$ cat src/rtl/ebike_pkg.sv
// Shared types for the e-bike sensor/motor datapath.
// Latency: n/a (types and constants only).
// Backpressure: n/a.
package ebike_pkg;

    // Conditioner lifecycle: INIT waits for the first sample tick, RUN filters.
    typedef enum logic {INIT, RUN} cond_state_t;

    // Raw 12-bit A2D reading.
    typedef logic [11:0] adc_t;

    // Torque accumulator holds 32x a 12-bit sample; 17 bits covers 32*4095.
    localparam int ACCUM_W = 17;

endpackage

$ cat src/rtl/sample_timer.sv
// Free-running period counter producing a one-cycle sample tick.
// Latency: tick is high during the cycle where the count equals PERIOD-1.
// Backpressure: none; the timer never stalls.
// Ports: clk (rising edge), rst (sync, active-high), tick (1-cycle pulse every PERIOD clocks).
module sample_timer #(
    parameter int PERIOD = 16384
) (
    input  logic clk,
    input  logic rst,
    output logic tick
);

    localparam int W = (PERIOD > 1) ? $clog2(PERIOD) : 1;

    logic [W-1:0] tmr_q;
    logic [W-1:0] tmr_d;

    always_comb begin
        tick  = (tmr_q == W'(PERIOD - 1));
        tmr_d = tick ? '0 : tmr_q + W'(1);
    end

    always_ff @(posedge clk) begin
        if (rst) begin
            tmr_q <= '0;
        end else begin
            tmr_q <= tmr_d;
        end
    end

endmodule

$ cat src/rtl/sensor_cond.sv
// Conditions raw batt/curr/brake/torque readings into filtered values and flags.
// Latency: outputs update one clock after each sample tick and hold between ticks.
// Backpressure: none; inputs are sampled only on the tick, vld is a level.
// Ports: clk, rst (sync, active-high); batt/curr/brake/torque raw 12-bit inputs;
//        avg_torque, avg_curr (12-bit); batt_low, brake_on, not_pedaling flags; vld.
module sensor_cond
    import ebike_pkg::*;
#(
    parameter int   SMPL_PER  = 16384,
    parameter adc_t BATT_LOW  = 12'hA90,
    parameter adc_t BATT_HYST = 12'h040,
    parameter adc_t BRAKE_THR = 12'h800,
    parameter adc_t PED_THR   = 12'h080,
    parameter int   PED_TICKS = 8
) (
    input  logic        clk,
    input  logic        rst,
    input  logic [11:0] batt,
    input  logic [11:0] curr,
    input  logic [11:0] brake,
    input  logic [11:0] torque,
    output logic [11:0] avg_torque,
    output logic [11:0] avg_curr,
    output logic        batt_low,
    output logic        brake_on,
    output logic        not_pedaling,
    output logic        vld
);

    localparam int CNT_W = $clog2(PED_TICKS + 1);

    logic tick;

    sample_timer #(.PERIOD(SMPL_PER)) u_timer (
        .clk  (clk),
        .rst  (rst),
        .tick (tick)
    );

    cond_state_t          state_q,        state_d;
    logic [ACCUM_W-1:0]   accum_q,        accum_d;
    adc_t                 curr_buf_q [4];
    adc_t                 curr_buf_d [4];
    logic                 batt_low_q,     batt_low_d;
    logic                 brake_on_q,     brake_on_d;
    logic [CNT_W-1:0]     idle_cnt_q,     idle_cnt_d;
    logic                 not_ped_q,      not_ped_d;
    logic                 vld_q,          vld_d;

    logic [13:0]          curr_sum;
    logic [12:0]          batt_ext;
    logic                 batt_set;
    logic                 batt_clr;
    logic                 brake_hit;

    // Thresholds compared in 13 bits so BATT_LOW+BATT_HYST cannot wrap.
    always_comb begin
        batt_ext  = {1'b0, batt};
        batt_set  = batt_ext < {1'b0, BATT_LOW};
        batt_clr  = batt_ext > ({1'b0, BATT_LOW} + {1'b0, BATT_HYST});
        brake_hit = brake > BRAKE_THR;
    end

    always_comb begin
        state_d    = state_q;
        accum_d    = accum_q;
        curr_buf_d = curr_buf_q;
        batt_low_d = batt_low_q;
        brake_on_d = brake_on_q;
        idle_cnt_d = idle_cnt_q;
        not_ped_d  = not_ped_q;
        vld_d      = vld_q;

        if (tick) begin
            // Hysteresis: set below the low mark, clear above low+hyst, else hold.
            if (batt_set) begin
                batt_low_d = 1'b1;
            end else if (batt_clr) begin
                batt_low_d = 1'b0;
            end
            brake_on_d = brake_hit;
            vld_d      = 1'b1;

            case (state_q)
                INIT: begin
                    // Seed the filters so they start at the first reading
                    // instead of ramping up from zero.
                    accum_d = {torque, 5'b0};
                    for (int i = 0; i < 4; i++) begin
                        curr_buf_d[i] = curr;
                    end
                    idle_cnt_d = (torque < PED_THR) ? CNT_W'(1) : '0;
                    state_d    = RUN;
                end
                RUN: begin
                    // Exponential average with weight 1/32.
                    accum_d = accum_q - (accum_q >> 5) + ACCUM_W'(torque);
                    curr_buf_d[0] = curr;
                    for (int i = 1; i < 4; i++) begin
                        curr_buf_d[i] = curr_buf_q[i-1];
                    end
                    // Idle test uses the average as it stood before this tick.
                    if (avg_torque < PED_THR) begin
                        if (idle_cnt_q != CNT_W'(PED_TICKS)) begin
                            idle_cnt_d = idle_cnt_q + CNT_W'(1);
                        end
                    end else begin
                        idle_cnt_d = '0;
                    end
                end
                default: state_d = INIT;
            endcase

            not_ped_d = (idle_cnt_d == CNT_W'(PED_TICKS));
        end
    end

    always_ff @(posedge clk) begin
        if (rst) begin
            state_q    <= INIT;
            accum_q    <= '0;
            for (int i = 0; i < 4; i++) begin
                curr_buf_q[i] <= '0;
            end
            batt_low_q <= 1'b0;
            brake_on_q <= 1'b0;
            idle_cnt_q <= '0;
            not_ped_q  <= 1'b0;
            vld_q      <= 1'b0;
        end else begin
            state_q    <= state_d;
            accum_q    <= accum_d;
            curr_buf_q <= curr_buf_d;
            batt_low_q <= batt_low_d;
            brake_on_q <= brake_on_d;
            idle_cnt_q <= idle_cnt_d;
            not_ped_q  <= not_ped_d;
            vld_q      <= vld_d;
        end
    end

    always_comb begin
        curr_sum = {2'b0, curr_buf_q[0]} + {2'b0, curr_buf_q[1]}
                 + {2'b0, curr_buf_q[2]} + {2'b0, curr_buf_q[3]};
    end

    assign avg_torque   = accum_q[16:5];
    assign avg_curr     = 12'(curr_sum >> 2);
    assign batt_low     = batt_low_q;
    assign brake_on     = brake_on_q;
    assign not_pedaling = not_ped_q;
    assign vld          = vld_q;

endmodule

$ cat config.mk
export PLATFORM = sky130hd
export DESIGN_NAME = sensor_cond
export DESIGN_NICKNAME = d
export VERILOG_FILES = /design/src/rtl/ebike_pkg.sv /design/src/rtl/sample_timer.sv /design/src/rtl/sensor_cond.sv
export SDC_FILE = /design/constraint.sdc
export NUM_CORES = 1
export LEC_CHECK = 0
export BUFFER_PORTS_ARGS = -buffer_cell sky130_fd_sc_hd__buf_4
export CAP_MARGIN = 20
export CORE_UTILIZATION = 45
export DETAILED_ROUTE_END_ITERATION = 10
export PLACE_DENSITY = 0.71
export SKIP_LAST_GASP = 1
export SLEW_MARGIN = 20
export SYNTH_ARGS = -nofsm -noshare
export SYNTH_HDL_FRONTEND = slang
export SYNTH_SLANG_ARGS = --single-unit
$ cat constraint.sdc
create_clock -name clk -period 3.9 [get_ports clk]
set_clock_uncertainty 0.2 [all_clocks]
set_input_delay 0.39 -clock clk [delete_from_list [all_inputs] [get_ports clk]]
set_output_delay 0.39 -clock clk [all_outputs]
set_load 0.02 [all_outputs]
== Word-level counts from Yosys, hierarchy flattened ==
Index checks and enable logic that the tools add are counted.
Cells by class
  bitwise gates (word level): 1
  eq/ne operators: 3
  magnitude comparators: 5
  multiplexer cells: 9
  add/subtract/negate cells: 7
  reduce and logical (&&, ||, !) cells: 3
Operators by type and width (count)
  48-bit one-hot mux with 2 select lines: 1
  17-bit one-hot mux with 2 select lines: 1
  12-bit greater-than comparator, second input constant: 2
  12-bit by 8-bit less-than comparator with 1-bit output, second input constant: 2
  17-bit by 12-bit adder with 17-bit output: 1
  17-bit by 12-bit subtractor with 17-bit output: 1
  13-bit by 12-bit adder with 14-bit output: 1
  14-bit by 1-bit adder with 14-bit output, second input constant: 1
  14-bit by 12-bit adder with 14-bit output: 1
  14-bit == test, second input constant: 1
  12-bit by 12-bit adder with 13-bit output: 1
  12-bit less-than comparator, second input constant: 1
  4-bit 2-to-1 mux: 3
  4-bit one-hot mux with 2 select lines: 1
  4-bit by 1-bit adder with 4-bit output, second input constant: 1
  4-bit == test, second input constant: 1
  4-bit inequality test, second input constant: 1
  1-bit 2-to-1 mux: 3
  2-bit AND reduction: 1
  2-bit nonzero test: 1
  2-bit OR reduction: 1
  1-bit inverter: 1
Word-level totals
  output and inout bits: 28
  bits in registers: 87
  logic and storage cells: 39

== Longest topological paths before layout ==
Gate-level depths: netlist of run 1.
  depth after elaboration: 6
  gate-level depth with buffers: 13
  gate-level depth less buffers: 13

== By module ==
Synthesis of run 1 repeated with hierarchy kept, for this count alone.
Second synthesis, totals
  cell total of the unflattened synthesis: 807
  area total of the unflattened synthesis: 6555.0 µm²
Modules (own cells, without submodules)
  sensor_cond: instances 1, cells each 743, sequential area each 1461.4 µm², area each 5863.1 µm²
  sample_timer: instances 1, cells each 64, sequential area each 280.3 µm², area each 691.9 µm²

== Worst setup path after synthesis of run 1 ==
Ideal clock, no wire load.
  kind: register -> output
  start: register curr_buf_q[1] (netlist name)
  end: output port avg_curr[11]
  data arrival time: 3.229 ns
  path buffers: 0
  required time: 3.310 ns
  path slack: 0.081 ns
  stages on the path, launching flop included: 14
  cell sequence: dfxtp_1 inv_1 fa_1 inv_1 fa_1 and3b_1 fa_1 a21o_1 a21oi_1 o21ai_1 o31ai_1 o21ai_1 a21o_1 a21o_1
On the way
  cells in the longest elaborated chain, start to end: 1
Ends and longest elaborated chain
  from (decl): line sensor_cond.sv:42  | adc_t curr_buf_q [4];
  from (signal assigned): line sensor_cond.sv:133  | curr_buf_q <= curr_buf_d;
  14-bit by 12-bit adder with 14-bit output: line sensor_cond.sv:144  | + {2'b0, curr_buf_q[2]} + {2'b0, curr_buf_q[3]};
  to (decl): line sensor_cond.sv:23  | output logic [11:0] avg_curr,
No other way between the ends.

== Final worst setup path of run 1 ==
Same ends and word-level chain as after synthesis.

==> results.toml, run 1 <==
[die]
dieArea_um2 = 13900
initial_core_util_pct = 47.1
fp.dieH_um = 118
core_um2 = 12800
pin_count = 78
rows = 41
die_w_um = 118

[sta]
finalHoldViolations = 0
hold_ws_ps = 98.7
period_minus_slack_ps = 4110
rsz0062_at_grt = "yes"
period_share_pct = 105
setup_viol = 5
drv_slew = 0
worstMarginPinSlew_ps = 870
fmax_mhz = 243
worst_slack_ps = -208
relSlewSlack_pct = 42.0

[yosys]
synth_edf_count = 0
synth_seq_area_share_pct = 28.8
async_reset_ff_share_pct = 0
syn-instance-count = 718
syn_area_per_cell_um2 = 8.41
ys_types = 58
synth_warnings = 0
ys.flop_type = "dfxtp_1"
syn-cell-area_um2 = 6040
synth_seq_cells = 87
synth_nets = 838

[cells_and_area]
final_common_cell = "inv_1"
final_cell_mix = "inv_1 (124), buf_4 (88), dfxtp_1 (84), a211oi_1 (76), nand2_1 (51)"
synthToLayoutAreaGrowth_pct = 17.7
multiInputGateArea_um2 = 3660
stdcell_count = 953
design_area_um2 = 7110
nFillCells = 1186
ff_latch_area_um2 = 1750
layout-drive-gt1-share_pct = 17.9
layout.nets = 897
num_antenna_cells = 0

[critical_path]
crit_path_max_fanout = 2
crit_path_end_kind = "output pin"
cp_data_arrival_time_ps = 3520
ff2ff_setup_slack_ps = 670
worst_setup_path_start_kind = "flop"
crit_end = "avg_curr[11]"
reg2reg_depth = 11
critical_path_class = "flop to output pin"
startpoint = "curr_buf_q[1]$_SDFFE_PP0P_"
regToRegStartpoint = "accum_q[2]$_SDFFE_PP0P_"
required_ps = 3310
reg2reg_to = "accum_q[16]$_SDFFE_PP0P_"

[route]
vias = 5106
postRouteAntennaNets = 0
wl_per_cell_um = 14.3
via_per_inst = 5.36
first_pass_iters = 5
post-route-drc-count = 0
detail_route.wirelength_mm = 13.6
drtIter0Drc = 279

[clock_tree]
ctsHoldBuffers = 0
worstSkewPairLatency_ps = 350
cts_buffers = 9
cts-root-buf = "clkbuf_16"
htreeDepth = 3
path_clk_slew_ps = 70
cts_tree = "done"
clockBufferDepth = 2
cts_sinks = 87

[global_routing]
grt_usage_pct = 20.4
overflow = 0
grt_max_degree = 97
antenna_found_initial = 0
grt_pass1_wl_mm = 23.5
grt_pass1_vias = 5220

[pwr]
p_leak_nw = 2.91
max-vdd-ir-drop_v = 0.000175
power_per_cell_area_nw_per_um2 = 270

[place]
placed_cell_area_um2 = 6700
io_buffers = 77
place_inst = 932
hpwl_mm = 9.71
gp_congestion = 0.843

[outcome]
violations = "setup timing"
status = "finished with violations"

[min_path]
min_from = "curr[4]"
hp-class = "primary input to flop"

[run]
maxCapViolCount = 0
[report_power, final]
group / leakage [nW] / internal, mW / switching [mW]
clock network: 0.131 / 0.446 / 0.366
logic: 2.07 / 0.0995 / 0.111
registers: 0.703 / 0.891 / 0.00242
[critical path, stage by stage (launching register included)]
cell and delay (ps):
dfxtp_2 320, inv_2 40, fa_1 540, inv_2 40
fa_1 420, and3b_2 230, fa_2 340, a21o_1 170
a21oi_2 200, o21ai_2 110, o31ai_4 230, o21ai_2 90
a21o_1 160, a21o_1 160, buf_6 130
[how the worst min path moves through the flow]
| stage | to | slack (ps) | depth (start not counted) |
|---|---|---|---|
| floorplan | u_timer.tmr_q[0]$_SDFF_PP0_ | 230 | 1 |
| global placement | accum_q[1]$_SDFFE_PP0P_ | 240 | 2 |
| detailed placement | accum_q[3]$_SDFFE_PP0P_ | 250 | 2 |
| CTS | curr_buf_q[40]$_SDFFE_PP0P_ | 90 | 3 |
| global route | curr_buf_q[40]$_SDFFE_PP0P_ | 100 | 3 |
| finish | curr_buf_q[40]$_SDFFE_PP0P_ | 100 | 3 |
[metal layers]
layer | vias to the layer above | part of all wire [%] | track usage, %
met2 | 98 | 51 | 36.5
met4 | 0 | 1.8 | 7.29
met1 | 2461 | 44 | 24.6
li1 | 2525 | - | -
met5 | - | 0 | 0
met3 | 22 | 3.2 | 3.20
[state kept, by name, indices dropped and copies added, names as in the netlist]
name	flops
brake_on	1
curr_buf_q	48
idle_cnt_q	4
accum_q	17
batt_low	1
not_pedaling	1
u_timer.tmr_q	14
vld	1
[cell families after synthesis]
| family | share of synthesized area (%) |
|---|---|
| buffers and inverters | 11.8 |
| flip-flops | 28.8 |
| AND/OR/NAND/NOR | 12.9 |
| adder cells (fa/ha/maj) | 19.0 |
| multiplexers | 0.829 |
| AO/OA/AOI/OAI | 21.4 |
| XOR/XNOR | 5.22 |
[cells in the mapped netlist, types with 4 or more instances]
cell | count | share of area [%]
nand2_1 | 51 | 3.2
fa_1 | 36 | 12
nand3_1 | 18 | 1.5
o21ai_1 | 4 | 0.33
mux2i_1 | 5 | 0.83
dfxtp_1 | 87 | 29
buf_2 | 5 | 0.41
a21oi_1 | 54 | 4.5
ha_1 | 34 | 7.0
a21o_1 | 9 | 1.1
buf_4 | 12 | 1.5
o21ai_0 | 16 | 1.3
a211oi_1 | 76 | 9.4
nor4_1 | 4 | 0.41
xor2_1 | 11 | 1.6
xnor2_1 | 25 | 3.6
nor2_1 | 41 | 2.5
nor2b_1 | 13 | 1.3
clkbuf_1 | 25 | 1.6
inv_1 | 127 | 7.9
nor3_1 | 8 | 0.66
nand4_1 | 6 | 0.62
[per-stage QoR]
stage | utilization, % | power, mW | TNS [ps] | setup slack (ps)
after floorplan | - | 1.05 | 0 | 81.5
after global placement | 52.2 | 1.12 | -148 | -109
after detailed placement | 52.2 | 1.12 | -211 | -138
after CTS | 54.8 | 1.93 | -872 | -336
after global routing | 55.4 | 1.99 | -1650 | -386
final | 55.4 | 1.92 | -669 | -208
[area by class of cell]
cell class	instances	share of cell area [%]
Clock buffer	10	3.36
Inverter	127	6.71
Multi-Input combinational cell	459	51.5
Clock inverter	5	0.475
Timing Repair Buffer	93	10.3
Tap cell	172	3.03
Sequential cell	87	24.6
[what timing repair did]
| action | CTS | global route |
|---|---|---|
| endpoints found under the setup margin | 6 | 7 |
| pin swaps | 10 | 17 |
| endpoints found under the hold margin | 0 | 0 |
| setup buffers | 3 | 6 |
| gates resized for setup | 13 | 13 |
Note: power is estimated with default switching activity, not from simulation.
==> run 2: changes to the inputs <==
--- a/config.mk
+++ b/config.mk
@@ -8,6 +8,7 @@
 export BUFFER_PORTS_ARGS = -buffer_cell sky130_fd_sc_hd__buf_4
 export CAP_MARGIN = 20
 export CORE_UTILIZATION = 45
+export CTS_BUF_LIST = sky130_fd_sc_hd__clkbuf_8
 export DETAILED_ROUTE_END_ITERATION = 10
 export PLACE_DENSITY = 0.71
 export SKIP_LAST_GASP = 1
==> constraint.sdc (replaced) <==
create_clock -name clk -period 3.9 [get_ports clk]
set_clock_uncertainty 0.2 [all_clocks]
set_input_delay 0.39 -clock clk [delete_from_list [all_inputs] [get_ports clk]]
set_output_delay 0.39 -clock clk [all_outputs]
set_load 0.01 [all_outputs]
==> run 2 against run 1 <==
Against the previous run: the flow still finishes with violations (setup timing); sequential power about the same; fmax down 1.0%; largest power group unchanged; sequential cell count unchanged; wire length down 2.0%; global-route usage down 0.55 points; sequential share of layout area up 0.42 points; total power down 10%; critical endpoint unchanged.
==> results.toml, run 2 (synthesis results as in run 1) <==
[critical_path]
regToRegStartpoint = "accum_q[6]$_SDFFE_PP0P_"
worst_setup_path_start_kind = "flop"
cp_top_family = "adder cells"
required_ps = 3310
ff2ff_setup_slack_ps = 690
cp_common_cell = "a21o_1"
crit_slowest_cell = "fa_1"
reg2reg_depth = 9
crit_chain = "inv_2, fa_1, inv_1, fa_1, and3b_2, fa_2, a21o_1, a21oi_2, o21ai_2, o31ai_2, o21ai_1, a21o_1, a21o_1, buf_6"
cp_data_arrival_time_ps = 3560
critical_path_class = "flop to output pin"
cp_num_buf_inv = 3
crit_path_max_fanout = 2
critPathMaxStageDelay_ps = 520
reg2reg_to = "accum_q[16]$_SDFFE_PP0P_"
crit_path_end_kind = "output pin"

[die]
pin_count = 78
dieArea_um2 = 13900
die_w_um = 118
rows = 41
fp.dieH_um = 118
initial_core_util_pct = 47.1
core_um2 = 12800

[clock_tree]
path_clk_slew_ps = 90
cts-root-buf = "clkbuf_8"
ctsHoldBuffers = 0
htreeDepth = 3
worstSkewPairLatency_ps = 370
clockBufferDepth = 2
cts_buffers = 9
cts_tree = "done"
cts_sinks = 87

[pwr]
clock_power_share_pct = 35.7
p_leak_nw = 2.85
max-vdd-ir-drop_v = 0.000155
p_int_mw = 1.28
seqPwrFrac_pct = 52.0
combPwrFrac_pct = 12.3
power_mw = 1.72
p_sw_mw = 0.442
p_sw_share_pct = 25.7
power_per_cell_area_nw_per_um2 = 246

[global_routing]
grt_use_met3_pct = 2.86
grt_use_met2_pct = 35.2
met1_usage_pct = 24.4
grt_pass1_wl_mm = 22.8
overflow = 0
antenna_found_initial = 0
grt_usage_pct = 19.9
grt_max_degree = 97
grt_pass1_vias = 5038
busiest_layer = "met2"

[cells_and_area]
top_regs = "curr_buf_q: 48 flops, accum_q: 17 flops, u_timer.tmr_q: 14 flops"
multiInputGateArea_um2 = 3670
stdcell_count = 949
final_cell_mix = "inv_1 (128), buf_4 (87), dfxtp_1 (84), a211oi_1 (76), nand2_1 (51)"
num_antenna_cells = 0
ff_latch_area_um2 = 1750
layout-drive-gt1-share_pct = 16.9
synthToLayoutAreaGrowth_pct = 15.7
design_area_um2 = 6990
layout.nets = 894
final_common_cell = "inv_1"
regMostFlops = "curr_buf_q"
nFillCells = 1182
largest_reg_flops = 48

[sta]
rsz0062_at_grt = "yes"
fmax_mhz = 241
relSlewSlack_pct = 43.7
period_share_pct = 106
worstMarginPinSlew_ps = 844
setup_tns_ps = -561
drv_slew = 0
finalHoldViolations = 0
worst_slack_ps = -251
period_minus_slack_ps = 4150
setup_viol = 3

[min_path]
min_from = "curr[8]"
hold_depth = 3
min_to = "curr_buf_q[44]$_SDFFE_PP0P_"
hp-class = "primary input to flop"

[place]
hpwl_mm = 9.64
io_buffers = 77
gp_congestion = 0.845
place_inst = 932
placed_cell_area_um2 = 6700
place_ws_ps = -147

[route]
vias = 5070
drtIter0Drc = 243
first_pass_iters = 4
wl_per_cell_um = 14.1
post-route-drc-count = 0
detail_route.wirelength_mm = 13.4
postRouteAntennaNets = 0
via_per_inst = 5.34

[outcome]
violations = "setup timing"
status = "finished with violations"

[run]
maxCapViolCount = 0
## run 2: cell types whose count changed in the layout (fill, tap and decap cells not counted), moves of 2 or more
cell	delta
inv_1	+4
clkbuf_16	-9
inv_2	-2
buf_6	-2
clkbuf_8	+8
clkinv_2	-2
## run 2: worst max path at each step
stage,from,end,slack [ps],cells after the start
4_1_cts,curr_buf_q[1]$_SDFFE_PP0P_,avg_curr[11],-390,14
6_report,curr_buf_q[1]$_SDFFE_PP0P_,avg_curr[11],-250,14
5_1_grt,curr_buf_q[1]$_SDFFE_PP0P_,avg_curr[11],-430,14
3_3_place_gp,curr_buf_q[1]$_SDFFE_PP0P_,avg_curr[11],-100,14
2_1_floorplan,curr_buf_q[1]$_SDFFE_PP0P_,avg_curr[11],120,13
3_5_place_dp,curr_buf_q[13]$_SDFFE_PP0P_,avg_curr[11],-150,14
## run 2: per-stage QoR
stage                     util, %  hold WS (ps)
after floorplan                 -           230
after global placement       52.2           242
after detailed placement     52.2           250
after CTS                    54.2          52.7
after global routing         54.5          61.8
final                        54.5          70.3
## run 2: timing repair
| action | 4_1_cts | 5_1_grt |
|---|---|---|
| resized for setup | 15 | 6 |
| endpoints found under the setup margin | 6 | 7 |
| cloned | 0 | 0 |
| pin swaps | 10 | 17 |
| buffers inserted | 2 | 1 |
## run 2: per-layer routing
layer | up-vias | share of wire [%]
met5 | - | 0
met4 | 0 | 1.5
met3 | 16 | 4.4
met2 | 106 | 51
met1 | 2438 | 43
li1 | 2510 | -
## run 2: layout make-up
class	instances	share of cell area [%]
multi-input combinational	459	52.5
sequential	87	25.0
clock buffer	9	1.77
tap	172	3.08
clock inverter	5	0.770
inverter	127	6.82
timing repair buffer	90	10.1
## run 2: worst min-delay path: stages
cell and delay [ps]:
buf_4 110, nand2_1 50, a21oi_1 50
## run 2: power groups by stage
| stage | clock [mW] | sequential, mW | combinational, mW |
|---|---|---|---|
| floorplan | 0 | 0.913 | 0.137 |
| global placement | 0 | 0.913 | 0.202 |
| detailed placement | 0 | 0.913 | 0.209 |
| CTS | 0.629 | 0.892 | 0.210 |
| global route | 0.662 | 0.893 | 0.233 |
| finish | 0.614 | 0.892 | 0.211 |
==> run 3: changes to the inputs <==
--- a/config.mk
+++ b/config.mk
@@ -5,12 +5,12 @@
 export SDC_FILE = /design/constraint.sdc
 export NUM_CORES = 1
 export LEC_CHECK = 0
-export BUFFER_PORTS_ARGS = -buffer_cell sky130_fd_sc_hd__buf_4
-export CAP_MARGIN = 20
+export CORE_ASPECT_RATIO = 1.75
 export CORE_UTILIZATION = 45
 export CTS_BUF_LIST = sky130_fd_sc_hd__clkbuf_8
 export DETAILED_ROUTE_END_ITERATION = 10
-export PLACE_DENSITY = 0.71
+export DONT_BUFFER_PORTS = 1
+export PLACE_DENSITY = 0.66
 export SKIP_LAST_GASP = 1
 export SLEW_MARGIN = 20
 export SYNTH_ARGS = -nofsm -noshare
==> run 3 against run 2 <==
Against the previous run: the run still ends with setup timing left; count of clock-buffer cells in the layout grew 1; sequential power is essentially flat; sequential cell count is the same; sequential share of layout area grew 1.0 points; cell area shrank 3.8%; global-route usage grew 1.2 points; non-clock buffer count shrank 50; first-iteration DRC count shrank 32%; critical path type unchanged; critical endpoint unchanged.
==> results.toml, run 3 (synthesis results as in run 1) <==
[outcome]
status = "finished with violations"
violations = "setup timing"

[place]
hpwl_mm = 9.82
placed_cell_area_um2 = 6170
io_buffers = 0
gp_congestion = 0.813

[pwr]
p_leak_nw = 2.63
clock_power_share_pct = 39.9
p_int_mw = 1.35
power_per_cell_area_nw_per_um2 = 266
p_sw_share_pct = 24.7
p_sw_mw = 0.442
combPwrFrac_pct = 10.2
max-vdd-ir-drop_v = 0.000145
seqPwrFrac_pct = 49.9

[cells_and_area]
layout-drive-gt1-share_pct = 10.3
layout.nets = 844
ff_latch_area_um2 = 1750
synthToLayoutAreaGrowth_pct = 11.3
final_cell_mix = "inv_1 (125), dfxtp_1 (83), a211oi_1 (76), nand2_1 (51), a21oi_1 (50)"
nFillCells = 1218
design_area_um2 = 6720
multiInputGateArea_um2 = 3700
regMostFlops = "curr_buf_q"
largest_reg_flops = 48
num_antenna_cells = 0
top_regs = "curr_buf_q: 48 flops, accum_q: 17 flops, u_timer.tmr_q: 14 flops"
final_common_cell = "inv_1"

[route]
wl_per_cell_um = 15.0
detail_route.wirelength_mm = 13.5
drtIter0Drc = 166
post-route-drc-count = 0
first_pass_iters = 4
vias = 4908
via_per_inst = 5.46
postRouteAntennaNets = 0

[sta]
finalHoldViolations = 0
worst_slack_ps = -238
relSlewSlack_pct = 49.1
period_minus_slack_ps = 4140
drv_slew = 0
setup_tns_ps = -595
setup_viol = 3
worstMarginPinSlew_ps = 764
rsz0062_at_grt = "yes"
fmax_mhz = 242
period_share_pct = 106

[die]
initial_core_util_pct = 46.4
dieArea_um2 = 13900
rows = 55
die_w_um = 89.6
fp.dieH_um = 155
core_um2 = 13000
pin_count = 78

[critical_path]
cp_top_family = "adder cells"
crit_chain = "inv_2, fa_1, inv_1, fa_1, and3b_2, fa_2, a21o_1, a21oi_4, o21ai_2, o31ai_2, buf_4, o21ai_4, a21o_1, a21o_1"
crit_slowest_cell = "fa_1"
crit_path_max_fanout = 2
required_ps = 3310
cp_num_buf_inv = 3
critPathMaxStageDelay_ps = 530
startpoint = "curr_buf_q[25]$_SDFFE_PP0P_"
cp_data_arrival_time_ps = 3550
cp_common_cell = "a21o_1"
critical_path_class = "flop to output pin"
crit_path_end_kind = "output pin"
regToRegStartpoint = "accum_q[6]$_SDFFE_PP0P_"
worst_setup_path_start_kind = "flop"

[global_routing]
grt_pass1_vias = 4977
antenna_found_initial = 0
overflow = 0
grt_use_met3_pct = 4.35
grt_usage_pct = 21.0
busiest_layer = "met2"
met1_usage_pct = 23.6
grt_pass1_wl_mm = 22.7
grt_max_degree = 74
grt_use_met2_pct = 38.2

[run]
maxCapViolCount = 0

[clock_tree]
cts_buffers = 9
cts-root-buf = "clkbuf_8"
htreeDepth = 3
worstSkewPairLatency_ps = 370
cts_tree = "done"
path_clk_slew_ps = 100
clockBufferDepth = 2
cts_sinks = 87

[min_path]
min_from = "torque[0]"
hp-class = "primary input to flop"
run 3: worst register-to-register path, stage by stage (launching register included):
cell and delay [ps]:
dfxtp_1 490, fa_1 500, fa_1 460, and2b_4 270
o31ai_2 90, a31oi_4 250, nor4_2 100, o41ai_2 360
xnor2_1 110, o311a_1 290
run 3: layer usage:
layer	wire (um)	share of wire (%)
met1	5460	40
met2	7290	54
met3	513	3.8
met4	245	1.8
met5	0	0
run 3: worst paths after layout:
path                                    to  slack, ps  cells past startpoint
setup / recovery              avg_curr[11]       -240                     14
hold / removal     accum_q[5]$_SDFFE_PP0P_         50                      2
setup reg to reg  accum_q[16]$_SDFFE_PP0P_        670                      9
hold reg to reg    accum_q[1]$_SDFFE_PP0P_        260                      2
run 3: power by group through the flow:
stage	clock network, mW	logic [mW]	registers, mW
after detailed placement	0	0.155	0.914
after CTS	0.729	0.184	0.893
after floorplan	0	0.137	0.913
final	0.714	0.183	0.893
after global routing	0.773	0.203	0.893
after global placement	0	0.150	0.913
run 3: layout make-up:
cell class / instances / area share, %
clock inverter: 5 / 1.23
sequential: 87 / 26.0
timing repair buffer: 40 / 5.34
inverter: 127 / 7.09
tap: 171 / 3.18
multi-input combinational: 459 / 55.1
clock buffer: 10 / 2.05
run 3: stage by stage:
stage / std cells / setup slack [ps] / power (mW) / utilization [%] / hold WS (ps)
after detailed placement: 864 / -190 / 1.07 / 47.4 / 241
after floorplan: 718 / 118 / 1.05 / - / 230
after global placement: 864 / -164 / 1.06 / 47.4 / 232
after CTS: 898 / -380 / 1.81 / 51.1 / 33.2
after global routing: 899 / -445 / 1.87 / 51.7 / 48.6
final: 899 / -238 / 1.79 / 51.7 / 46.0
run 3: what timing repair did:
item                                    4_1_cts  5_1_grt
hold buffers                                 15        0
setup buffers                                 4        2
hold endpoints to repair                     73        0
pin swaps                                    12       14
endpoints found under the setup margin        6        6
resized for setup                            18       10
